**src/rtl/mac_pkg.sv**
```systemverilog
// Shared types, default sizes and arithmetic helpers for the mac_dot dot-product engine.
// Helpers work on a 64-bit container; callers cast the result down to their own width.
package mac_pkg;

    localparam int DATA_W_DEF  = 8;
    localparam int LANES_DEF   = 4;
    localparam int ACC_W_DEF   = 32;
    localparam int MAX_LEN_DEF = 256;
    localparam int EXT_W       = 64;

    typedef enum logic [1:0] {
        IDLE  = 2'd0,
        ACCUM = 2'd1,
        DRAIN = 2'd2,
        HOLD  = 2'd3
    } state_t;

    // Sign- or zero-extend the low w bits of v to the full container width.
    function automatic logic [EXT_W-1:0] ext_prod(input logic [EXT_W-1:0] v,
                                                  input int w,
                                                  input logic sm);
        logic [EXT_W-1:0] r;
        logic             s;
        s = 1'b0;
        for (int i = 0; i < EXT_W; i++) begin
            s = (i == w - 1) ? v[i] : s;
        end
        for (int i = 0; i < EXT_W; i++) begin
            r[i] = (i < w) ? v[i] : (sm & s);
        end
        return r;
    endfunction

    // Clamp value for a w-bit accumulator: unsigned max, or signed max/min by direction.
    function automatic logic [EXT_W-1:0] sat_val(input int w,
                                                 input logic sm,
                                                 input logic neg);
        logic [EXT_W-1:0] r;
        for (int i = 0; i < EXT_W; i++) begin
            if (i >= w) begin
                r[i] = 1'b0;
            end else if (i == w - 1) begin
                r[i] = sm ? neg : 1'b1;
            end else begin
                r[i] = sm ? ~neg : 1'b1;
            end
        end
        return r;
    endfunction

endpackage

```
**src/rtl/mac_lane.sv**
```systemverilog
// One registered DATA_W x DATA_W multiplier lane; signed_mode selects two's-complement operands.
// Only the low 2*DATA_W product bits are kept, which is exact for both signed and unsigned.
module mac_lane
    import mac_pkg::*;
#(
    parameter int DATA_W = DATA_W_DEF
) (
    input  logic                  clk,
    input  logic                  aclr,
    input  logic                  en,
    input  logic                  signed_mode,
    input  logic [DATA_W-1:0]     a,
    input  logic [DATA_W-1:0]     b,
    output logic [2*DATA_W-1:0]   p
);

    logic [2*DATA_W-1:0] ax_s;
    logic [2*DATA_W-1:0] bx_s;
    logic [2*DATA_W-1:0] prod_s;
    logic [2*DATA_W-1:0] p_r;

    assign ax_s   = {{DATA_W{signed_mode & a[DATA_W-1]}}, a};
    assign bx_s   = {{DATA_W{signed_mode & b[DATA_W-1]}}, b};
    assign prod_s = ax_s * bx_s;
    assign p      = p_r;

    // Product register, loaded only on an accepted beat.
    always_ff @(posedge clk) begin
        if (aclr) begin
            p_r <= {(2*DATA_W){1'b0}};
        end else if (en) begin
            p_r <= prod_s;
        end else begin
            p_r <= p_r;
        end
    end

endmodule

```
**src/rtl/mac_dot.sv**
```systemverilog
// Streaming multi-lane dot-product accumulator with valid/ready on both sides.
// Optional macro MAC_DOT_SAT_EN: saturating accumulation with sticky ovf; otherwise wraps.
module mac_dot
    import mac_pkg::*;
#(
    parameter int DATA_W  = DATA_W_DEF,
    parameter int LANES   = LANES_DEF,
    parameter int ACC_W   = ACC_W_DEF,
    parameter int MAX_LEN = MAX_LEN_DEF,
    parameter int LEN_W   = $clog2(MAX_LEN + 1)
) (
    input  logic                     clk,
    input  logic                     aclr,
    input  logic                     in_valid,
    output logic                     in_ready,
    input  logic [LANES*DATA_W-1:0]  mplier,
    input  logic [LANES*DATA_W-1:0]  mcand,
    input  logic                     signed_mode,
    input  logic [LEN_W-1:0]         len,
    output logic                     out_valid,
    input  logic                     out_ready,
    output logic [ACC_W-1:0]         dout,
    output logic                     ovf
);

    state_t              state_r;
    state_t              state_s;
    logic                in_ready_r;
    logic                out_valid_r;
    logic [LEN_W-1:0]    len_r;
    logic [LEN_W-1:0]    cnt_r;
    logic [LEN_W-1:0]    len_eff_s;
    logic                mode_r;
    logic                p_vld_r;
    logic [ACC_W-1:0]    acc_r;
    logic [ACC_W-1:0]    acc_next_s;
    logic [ACC_W-1:0]    lane_sum_s;
    logic                accept_s;
    logic                first_s;
    logic                lane_mode_s;
    logic [2*DATA_W-1:0] prod_s [LANES];

    assign accept_s    = in_valid & in_ready_r;
    assign first_s     = accept_s & (state_r == IDLE);
    assign lane_mode_s = first_s ? signed_mode : mode_r;
    assign in_ready    = in_ready_r;
    assign out_valid   = out_valid_r;
    assign dout        = acc_r;

    // Clamp requested length into 1..MAX_LEN.
    always_comb begin
        len_eff_s = len;
        if (len == {LEN_W{1'b0}}) begin
            len_eff_s = LEN_W'(1);
        end else if (len > LEN_W'(MAX_LEN)) begin
            len_eff_s = LEN_W'(MAX_LEN);
        end else begin
            len_eff_s = len;
        end
    end

    // Next-state logic for the beat/result handshake sequence.
    always_comb begin
        state_s = state_r;
        case (state_r)
            IDLE: begin
                if (first_s) begin
                    state_s = (len_eff_s == LEN_W'(1)) ? DRAIN : ACCUM;
                end else begin
                    state_s = IDLE;
                end
            end
            ACCUM: begin
                if (accept_s && (cnt_r + LEN_W'(1) == len_r)) begin
                    state_s = DRAIN;
                end else begin
                    state_s = ACCUM;
                end
            end
            DRAIN: state_s = HOLD;
            HOLD: begin
                if (out_ready) begin
                    state_s = IDLE;
                end else begin
                    state_s = HOLD;
                end
            end
            default: state_s = IDLE;
        endcase
    end

    // State, handshake outputs and beat bookkeeping.
    always_ff @(posedge clk) begin
        if (aclr) begin
            state_r     <= IDLE;
            in_ready_r  <= 1'b1;
            out_valid_r <= 1'b0;
            len_r       <= {LEN_W{1'b0}};
            cnt_r       <= {LEN_W{1'b0}};
            mode_r      <= 1'b0;
        end else begin
            state_r     <= state_s;
            in_ready_r  <= (state_s == IDLE) || (state_s == ACCUM);
            out_valid_r <= (state_s == HOLD);
            if (first_s) begin
                len_r  <= len_eff_s;
                cnt_r  <= LEN_W'(1);
                mode_r <= signed_mode;
            end else if (accept_s) begin
                cnt_r  <= cnt_r + LEN_W'(1);
            end else begin
                cnt_r  <= cnt_r;
            end
        end
    end

    for (genvar l = 0; l < LANES; l++) begin : g_lane
        mac_lane #(.DATA_W(DATA_W)) u_lane (
            .clk         (clk),
            .aclr        (aclr),
            .en          (accept_s),
            .signed_mode (lane_mode_s),
            .a           (mplier[l*DATA_W +: DATA_W]),
            .b           (mcand[l*DATA_W +: DATA_W]),
            .p           (prod_s[l])
        );
    end

    // Sum of the registered lane products at accumulator width.
    always_comb begin
        lane_sum_s = {ACC_W{1'b0}};
        for (int l = 0; l < LANES; l++) begin
            lane_sum_s = lane_sum_s
                       + ACC_W'(ext_prod(EXT_W'(prod_s[l]), 2 * DATA_W, mode_r));
        end
    end

`ifdef MAC_DOT_SAT_EN
    logic [ACC_W:0] sum_s;
    logic           ovf_det_s;
    logic           ovf_r;

    // Overflow detection and clamping of the accumulator update.
    always_comb begin
        sum_s = {1'b0, acc_r} + {1'b0, lane_sum_s};
        if (mode_r) begin
            ovf_det_s = (acc_r[ACC_W-1] == lane_sum_s[ACC_W-1])
                      && (sum_s[ACC_W-1] != acc_r[ACC_W-1]);
        end else begin
            ovf_det_s = sum_s[ACC_W];
        end
        if (ovf_det_s) begin
            acc_next_s = ACC_W'(sat_val(ACC_W, mode_r, acc_r[ACC_W-1]));
        end else begin
            acc_next_s = sum_s[ACC_W-1:0];
        end
    end

    // Sticky overflow flag, cleared by the first beat of the next result.
    always_ff @(posedge clk) begin
        if (aclr) begin
            ovf_r <= 1'b0;
        end else if (first_s) begin
            ovf_r <= 1'b0;
        end else if (p_vld_r && ovf_det_s) begin
            ovf_r <= 1'b1;
        end else begin
            ovf_r <= ovf_r;
        end
    end

    assign ovf = ovf_r;
`else
    // Wrapping accumulator update.
    always_comb begin
        acc_next_s = acc_r + lane_sum_s;
    end

    assign ovf = 1'b0;
`endif

    // Stage-2 accumulator; cleared on a first beat, which never coincides with a pending product.
    always_ff @(posedge clk) begin
        if (aclr) begin
            p_vld_r <= 1'b0;
            acc_r   <= {ACC_W{1'b0}};
        end else begin
            p_vld_r <= accept_s;
            if (first_s) begin
                acc_r <= {ACC_W{1'b0}};
            end else if (p_vld_r) begin
                acc_r <= acc_next_s;
            end else begin
                acc_r <= acc_r;
            end
        end
    end

endmodule
```
**config.mk**
```make
export PLATFORM = sky130hd
export DESIGN_NAME = mac_dot
export DESIGN_NICKNAME = d
export VERILOG_FILES = /design/src/rtl/mac_pkg.sv /design/src/rtl/mac_lane.sv /design/src/rtl/mac_dot.sv
export SDC_FILE = /design/constraint.sdc
export NUM_CORES = 1
export LEC_CHECK = 0
export CORE_ASPECT_RATIO = 1.5
export CORE_MARGIN = 5
export CORE_UTILIZATION = 30
export DETAILED_ROUTE_END_ITERATION = 7
export PLACE_DENSITY = 0.44
export SLEW_MARGIN = 10
export SYNTH_ARGS = -nofsm -noshare
export SYNTH_HDL_FRONTEND = slang
export SYNTH_HIERARCHICAL = 1
export SYNTH_SLANG_ARGS = --single-unit
```
**constraint.sdc**
```tcl
create_clock -name clk -period 10.58 [get_ports clk]
set_input_delay 2.645 -clock clk [delete_from_list [all_inputs] [get_ports clk]]
set_output_delay 2.645 -clock clk [all_outputs]
set_load 0.03 [all_outputs]
```
=== Word level (Yosys, flattened, before mapping) ===
Cells that the tools add are included.

* Bits in registers: 120
* Latch bits: 0
* RAM bits: 0
* Memory bits (read-only): 0
* Input port bits: 78
* Output and inout bits: 35
* Memories: 0

* $add $sub $neg: 5
* $mul: 4
* Div/mod/pow operators: 0
* Magnitude comparators: 1
* Equality and inequality tests: 7
* Shift operators: 0
* Mux-type cells: 10
* Bitwise gates (word level): 14
* Reduce and logical (&&, ||, !) cells: 7

{| class="wikitable"
|+ Operator list
! operator !! number
|-
| 9-bit by 9-bit multiplier with 16-bit output || 4
|-
| 32-bit adder || 1
|-
| 19-bit by 17-bit adder with 20-bit output || 1
|-
| 18-bit by 17-bit adder with 19-bit output || 1
|-
| 17-bit by 17-bit adder with 18-bit output || 1
|-
| 9-bit two-way mux || 2
|-
| 1-bit bitwise AND || 14
|-
| 9-bit by 1-bit adder with 9-bit output (second input constant) || 1
|-
| 9-bit by 1-bit == test with 1-bit output (second input constant) || 1
|-
| 9-bit == test || 1
|-
| 9-bit greater-than comparator (second input constant) || 1
|-
| 9-bit zero test || 1
|-
| 2-bit two-way mux || 4
|-
| 2-bit case mux with 4 select lines || 1
|-
| 2-bit == test (second input constant) || 3
|-
| 2-bit by 1-bit == test with 1-bit output (second input constant) || 2
|-
| 2-bit zero test || 2
|-
| 1-bit two-way mux || 3
|-
| 2-bit nonzero test || 1
|-
| 2-bit OR reduction || 1
|-
| 1-bit logical AND || 1
|-
| 1-bit logical OR || 1
|}

=== Depth between registers and ports, before layout ===
* Word-level depth: 9
* Mapped depth: 23

=== Hierarchy ===
The synthesis kept the hierarchy.

{| class="wikitable"
|+ By module, submodules not included
! module !! times used !! cells each !! area each (um2) !! sequential area each (um2)
|-
| mac_lane at g_lane[1].u_lane ... || 2 || 382 || 3393.3 || 320.3
|-
| mac_dot || 1 || 635 || 5637.9 || 1121.1
|-
| mac_lane at g_lane[0].u_lane || 1 || 383 || 3388.2 || 320.3
|-
| mac_lane at g_lane[3].u_lane || 1 || 382 || 3388.2 || 320.3
|}

=== Worst setup path after synthesis ===
Ideal clock, no wire load.

* Path kind: input to register
* From: in in_valid
* To: reg g_lane[0].u_lane.p_r[13]
* Library setup time: 132 ps
* Arrival: 8302 ps
* Required time: 10448 ps
* Path slack: 2145 ps
* Cell stages on the path: 21
* Cell sequence: nand2_1 -> nor3_1 -> mux2_2 -> clkbuf_1 -> nand2_1 -> or2_2 -> fa_1 -> fa_1 -> inv_1 -> fa_1 -> fa_1 -> inv_1 -> fa_1 -> inv_1 -> ha_1 -> o21a_1 -> o31a_1 -> o211a_1 -> nor3_1 -> nand3b_1 -> a21oi_1

* Longest elaborated chain between the ends: 5
* Elaborated cells on any way between the ends: 6
* Those cells by class: mul (1); mux (1); bitwise (4)

{| class="wikitable"
|+ Ends and longest elaborated chain
! what !! RTL line !! RTL
|-
| start: declaration || mac_dot.sv:14 || <nowiki>input logic in_valid,</nowiki>
|-
| 1-bit bitwise AND * || mac_dot.sv:43 || <nowiki>assign accept_s = in_valid & in_ready_r;</nowiki>
|-
| 1-bit bitwise AND * || mac_dot.sv:44 || <nowiki>assign first_s = accept_s & (state_r == IDLE);</nowiki>
|-
| 1-bit two-way mux * || -- ||
|-
| via lane_mode_s || mac_dot.sv:40 || <nowiki>logic lane_mode_s;</nowiki>
|-
| 1-bit bitwise AND (on tied branches) || mac_lane.sv:22, mac_lane.sv:23 ||
|-
| 9-bit by 9-bit multiplier with 16-bit output * || mac_lane.sv:24 || <nowiki>assign prod_s = ax_s * bx_s;</nowiki>
|-
| end signal: assignment || mac_lane.sv:30 || <nowiki>p_r <= {(2*DATA_W){1'b0}};</nowiki>
|-
| end signal: assignment || mac_lane.sv:32 || <nowiki>p_r <= prod_s;</nowiki>
|-
| end signal: assignment || mac_lane.sv:34 || <nowiki>p_r <= p_r;</nowiki>
|-
| end: declaration || mac_lane.sv:20 || <nowiki>logic [2*DATA_W-1:0] p_r;</nowiki>
|}

Mark *: on every way through the listed nets, which the timed path passes. The rest lies on a longest branch.
A chain may end at the register's enable or synchronous reset.

=== Final worst setup path ===
* From: in in_valid
* To: reg g_lane[2].u_lane.p_r[13]

* Longest elaborated chain between the ends: 5
* Elaborated cells on any way between the ends: 6
* Those cells by class: mul (1); mux (1); bitwise (4)

{| class="wikitable"
|+ Ends and longest elaborated chain
! what !! RTL line
|-
| 1-bit bitwise AND * || mac_dot.sv:43
|-
| 1-bit bitwise AND * || mac_dot.sv:44
|-
| 1-bit two-way mux * || --
|-
| via lane_mode_s || mac_dot.sv:40
|-
| 1-bit bitwise AND (on tied branches) || mac_lane.sv:22, mac_lane.sv:23
|-
| 9-bit by 9-bit multiplier with 16-bit output * || mac_lane.sv:24
|-
| end signal: assignment || mac_lane.sv:30
|-
| end signal: assignment || mac_lane.sv:32
|-
| end signal: assignment || mac_lane.sv:34
|-
| end: declaration || mac_lane.sv:20
|}

Marked as above.

==> run summary <==
- **fraction of post-synthesis cell area in the top cell type by area** 31.5%
- **share of final-layout standard cells stronger than drive strength 1** 4.10%
- **VDD IR-drop max** 0.0000996 V
- **number of DRC markers after the initial detailed-route iteration** 376
- **Most Frequent Cell on Critical Path** fa_1
- **number of global-route vias before repair** 15500
- **Async S/R FF share, synth** 0%
- **Adder-Cell Fraction of Synth Area** 43.2%
- **count of endpoints failing hold in the final timing report** 0
- **via count normalized by instance count** 4.65
- **setup slack of the worst register-to-register path** 4.42 ns
- **Post-CTS Hold Buffers** 0
- **flop and latch count out of synthesis** 120
- **post-synthesis area per instance** 8.87 um^2
- **multiplexer share of the synthesized area** 2.61%
- **overall overflow remaining after global route** 0
- **class of the most critical hold timing path** reg2reg
- **largest area contributor in the synthesized netlist** fa_1
- **Netlist Area Pre-Place** 19200 um^2
- **H-tree depth** 4
- **standard-cell rows** 113
- **final-layout fill cell count** 6636
- **standard cell core area** 63300 um^2
- **data required time of the worst path** 10.94 ns
- **xor/xnor cell area share of the yosys netlist** 4.42%
- **fraction of the cycle the final worst path needs** 80.4%
- **clock root buffer master** clkbuf_16
- **timing-limited maximum frequency** 0.118 GHz
- **first-pass GRT wire length** 80100 um
- **Worst path max stage delay** 0.50 ns
- **clock latency of the later-clocked register in the worst-skew pair** 0.43 ns
- **Max-Slew Margin vs Limit** 33.1%
- **maximum number of pins on one net before global-route repair** 76
- **highest-delay cell along the critical path** fa_1
- **CTS Buf Count** 17
- **number of warnings reported in the yosys synthesis log** 6
- **top_reg_cell synth** dfxtp_1
- **total via count after detailed routing** 14200
- **final critical path time including I/O delays and setup** 8.51 ns
- **complex-gate fraction of the synthesized area** 10.9%
- **signed area change from the synthesized netlist to the final layout** 12.9%
- **run status** finished, final reports clean
- **Num Clock Sinks** 120
- **design area** 21700 um^2
- **CP endpoint kind** register
- **category of the worst setup path launch point** input port
- **post-synth net total** 2724
- **total power after layout** 4.73 mW
- **Routed Wire Length** 48000 um
- **Post-DP HPWL** 39700 um
- **number of inserted diodes** 0
- **number of optimization iterations in the first detailed-route pass** 5
- **endpoints failing setup** 0
- **proportion of synthesized chip area in sequential cells** 12.5%
- **setup repair bufs after CTS** 0
- **placement-stage cell area** 21100 um^2
- **FF-to-FF Start** in_ready
- **number of resized instances in the post-cts repair step** 0
- **antenna violations before repair** 0
- **Critical Path, Cell by Cell** clkdlybuf4s50_1 > nand2_1 > nor3_1 > mux2_2 > buf_4 > nand2_1 > or2_2 > fa_1 > fa_1 > inv_1 > fa_1 > fa_1 > inv_1 > fa_1 > inv_1 > ha_1 > o21a_1 > o31a_1 > o211a_1 > o21ai_0 > nand3b_1 > a21oi_1
- **Arr. time, crit path** 8.86 ns
- **source of the worst hold timing path** cnt_r[1]
- **final setup skew** 0.00791 ns
- **leakage power** 10.6 nW
- **Max Transition Viols Final** 0
- **classification of the worst setup path** in2reg
- **weighted congestion at the end of routability-driven global placement** 0.781
- **number of nets in the finished design** 2793
- **Worst Tran Pin Value** 1.00 ns
- **total die area** 69300 um^2
- **die width** 217 um
- **basic-gate share of the synthesized area counting and, or, nand and nor cells** 17.1%
- **setup TNS** 0 ns
- **clock-pin slew on the worst setup and hold paths** 0.06 ns
- **crit path launch** in_valid
- **count of port buffers added during placement** 111
- **Post-synth EDFFs** 0
- **PwrDens** 218 nW/um^2
- **GRT Resource Usage Total** 14.2%
- **worst-path maximum fanout** 18
- **number of violations of the max-capacitance limit** 0
- **largest family of logic cells by synthesized area** adder cells
- **num ports** 113
- **residual antenna-violating net count after detailed routing** 0
- **Post-route DRC** 0
- **unrepaired setup endpoints after global routing** no
- **ranking of synthesized cells by area** fa_1 31%, dfxtp_1 13%, ha_1 12%
- **effective utilization at floorplan** 30.3%
- **mean routed wirelength per cell** 15.7 um
- **Syn Inst Count** 2164
- **worst-case clock buffer depth** 2
- **library cells used by synthesis** 78
- **TritonCTS clock tree** done
- **die outline height** 320 um
-- flip-flops by register name (all words and copies together), names as in the netlist --
signal,flops
len_r,9
out_valid,1
cnt_r,9
state_r,2
p_vld_r,1
g_lane.u_lane/p,64
dout,32
mode_r,1
in_ready,1
-- layout by cell type (no fill, tap or decap), drive strengths merged, types with 22 or more instances in the layout --
cell / count
inv: 393
fa: 302
nand2: 212
ha: 180
nor2: 142
and2: 134
dfxtp: 120
clkdlybuf4s50: 110
a21oi: 77
xnor2: 62
o21ai: 62
mux2i: 49
a21o: 40
xor2: 35
nand2b: 33
nor3: 24
nand3: 22
-- worst max-delay path, delay by kind of cell --
| family | cells | cell delay, ns |
|---|---|---|
| AO/OA/AOI/OAI | 5 | 0.91 |
| adder cells (fa/ha/maj) | 6 | 2.75 |
| buffers and inverters | 5 | 0.92 |
| multiplexers | 1 | 0.42 |
| AND/OR/NAND/NOR | 5 | 1.22 |
-- layer usage --
| metal | track usage (%) | routed length [um] |
|---|---|---|
| met5 | 0 | 0 |
| met4 | 2.81 | 564 |
| met3 | 1.66 | 1010 |
| met2 | 27.8 | 26600 |
| met1 | 16.5 | 19800 |
-- power by group --
group          internal [mW]  leakage, nW  switching, mW  total, mW
Combinational           1.51         9.36           1.97       3.48
Clock                  0.376        0.283          0.222      0.598
Sequential             0.546        0.982          0.107      0.653
-- Yosys cell counts, drive strengths merged, types with 5 or more instances --
library cell and number:
nand3 22, nand3b 11, inv 393, fa 302, o41ai 5, a211oi 14, nand2 212, a311oi 5
a2111oi 5, a21o 40, nor3b 5, o2111ai 6, o21a 13, o31a 5, mux2i 49, nor3 24
xor2 35, dfxtp 120, or2 16, a21oi 77, or3 11, nand4 10, a211o 5, and3 18
o221ai 5, a31oi 10, nand2b 33, nor2b 16, a22o 7, clkbuf 53, o211ai 5, xnor2 62
nor2 142, and2 134, buf 14, ha 180, o21ai 62
-- metrics by stage --
stage	setup slack, ns	hold slack (ns)	std cells	util [%]
3_5_place_dp	1.51	0.474	3019	33.3
5_1_grt	1.74	0.503	3051	34.2
6_report	2.07	0.483	3051	34.2
4_1_cts	1.97	0.482	3051	34.2
2_1_floorplan	2.15	0.449	2164	-
3_3_place_gp	1.64	0.473	3019	33.3
-- layout make-up --
cell class	instances	area [um^2]	area share, %
clock buffers	21	450	2.08
well taps	805	1010	4.65
inverters	393	1480	6.82
flip-flops and latches	120	2400	11.1
clock inverters	11	149	0.687
repair buffers	117	1150	5.31
multi-input cells	1584	15000	69.4
-- final timing paths --
check / end / cells past startpoint
setup / recovery: g_lane[2].u_lane/p[13] / 22
hold / removal: cnt_r[1] / 2
setup reg to reg: g_lane[2].u_lane/p[13] / 21
hold reg to reg: cnt_r[1] / 2
-- cells by family (layout without fill, tap and decap cells) --
logic type | after synthesis | after routing
AND/OR/NAND/NOR | 664 | 664
adder cells (fa/ha/maj) | 482 | 482
buffers and inverters | 460 | 542
AO/OA/AOI/OAI | 290 | 290
flip-flops | 120 | 120
XOR/XNOR | 97 | 97
multiplexers | 50 | 50
other | 1 | 1
Note: power is estimated with default switching activity, not from simulation.
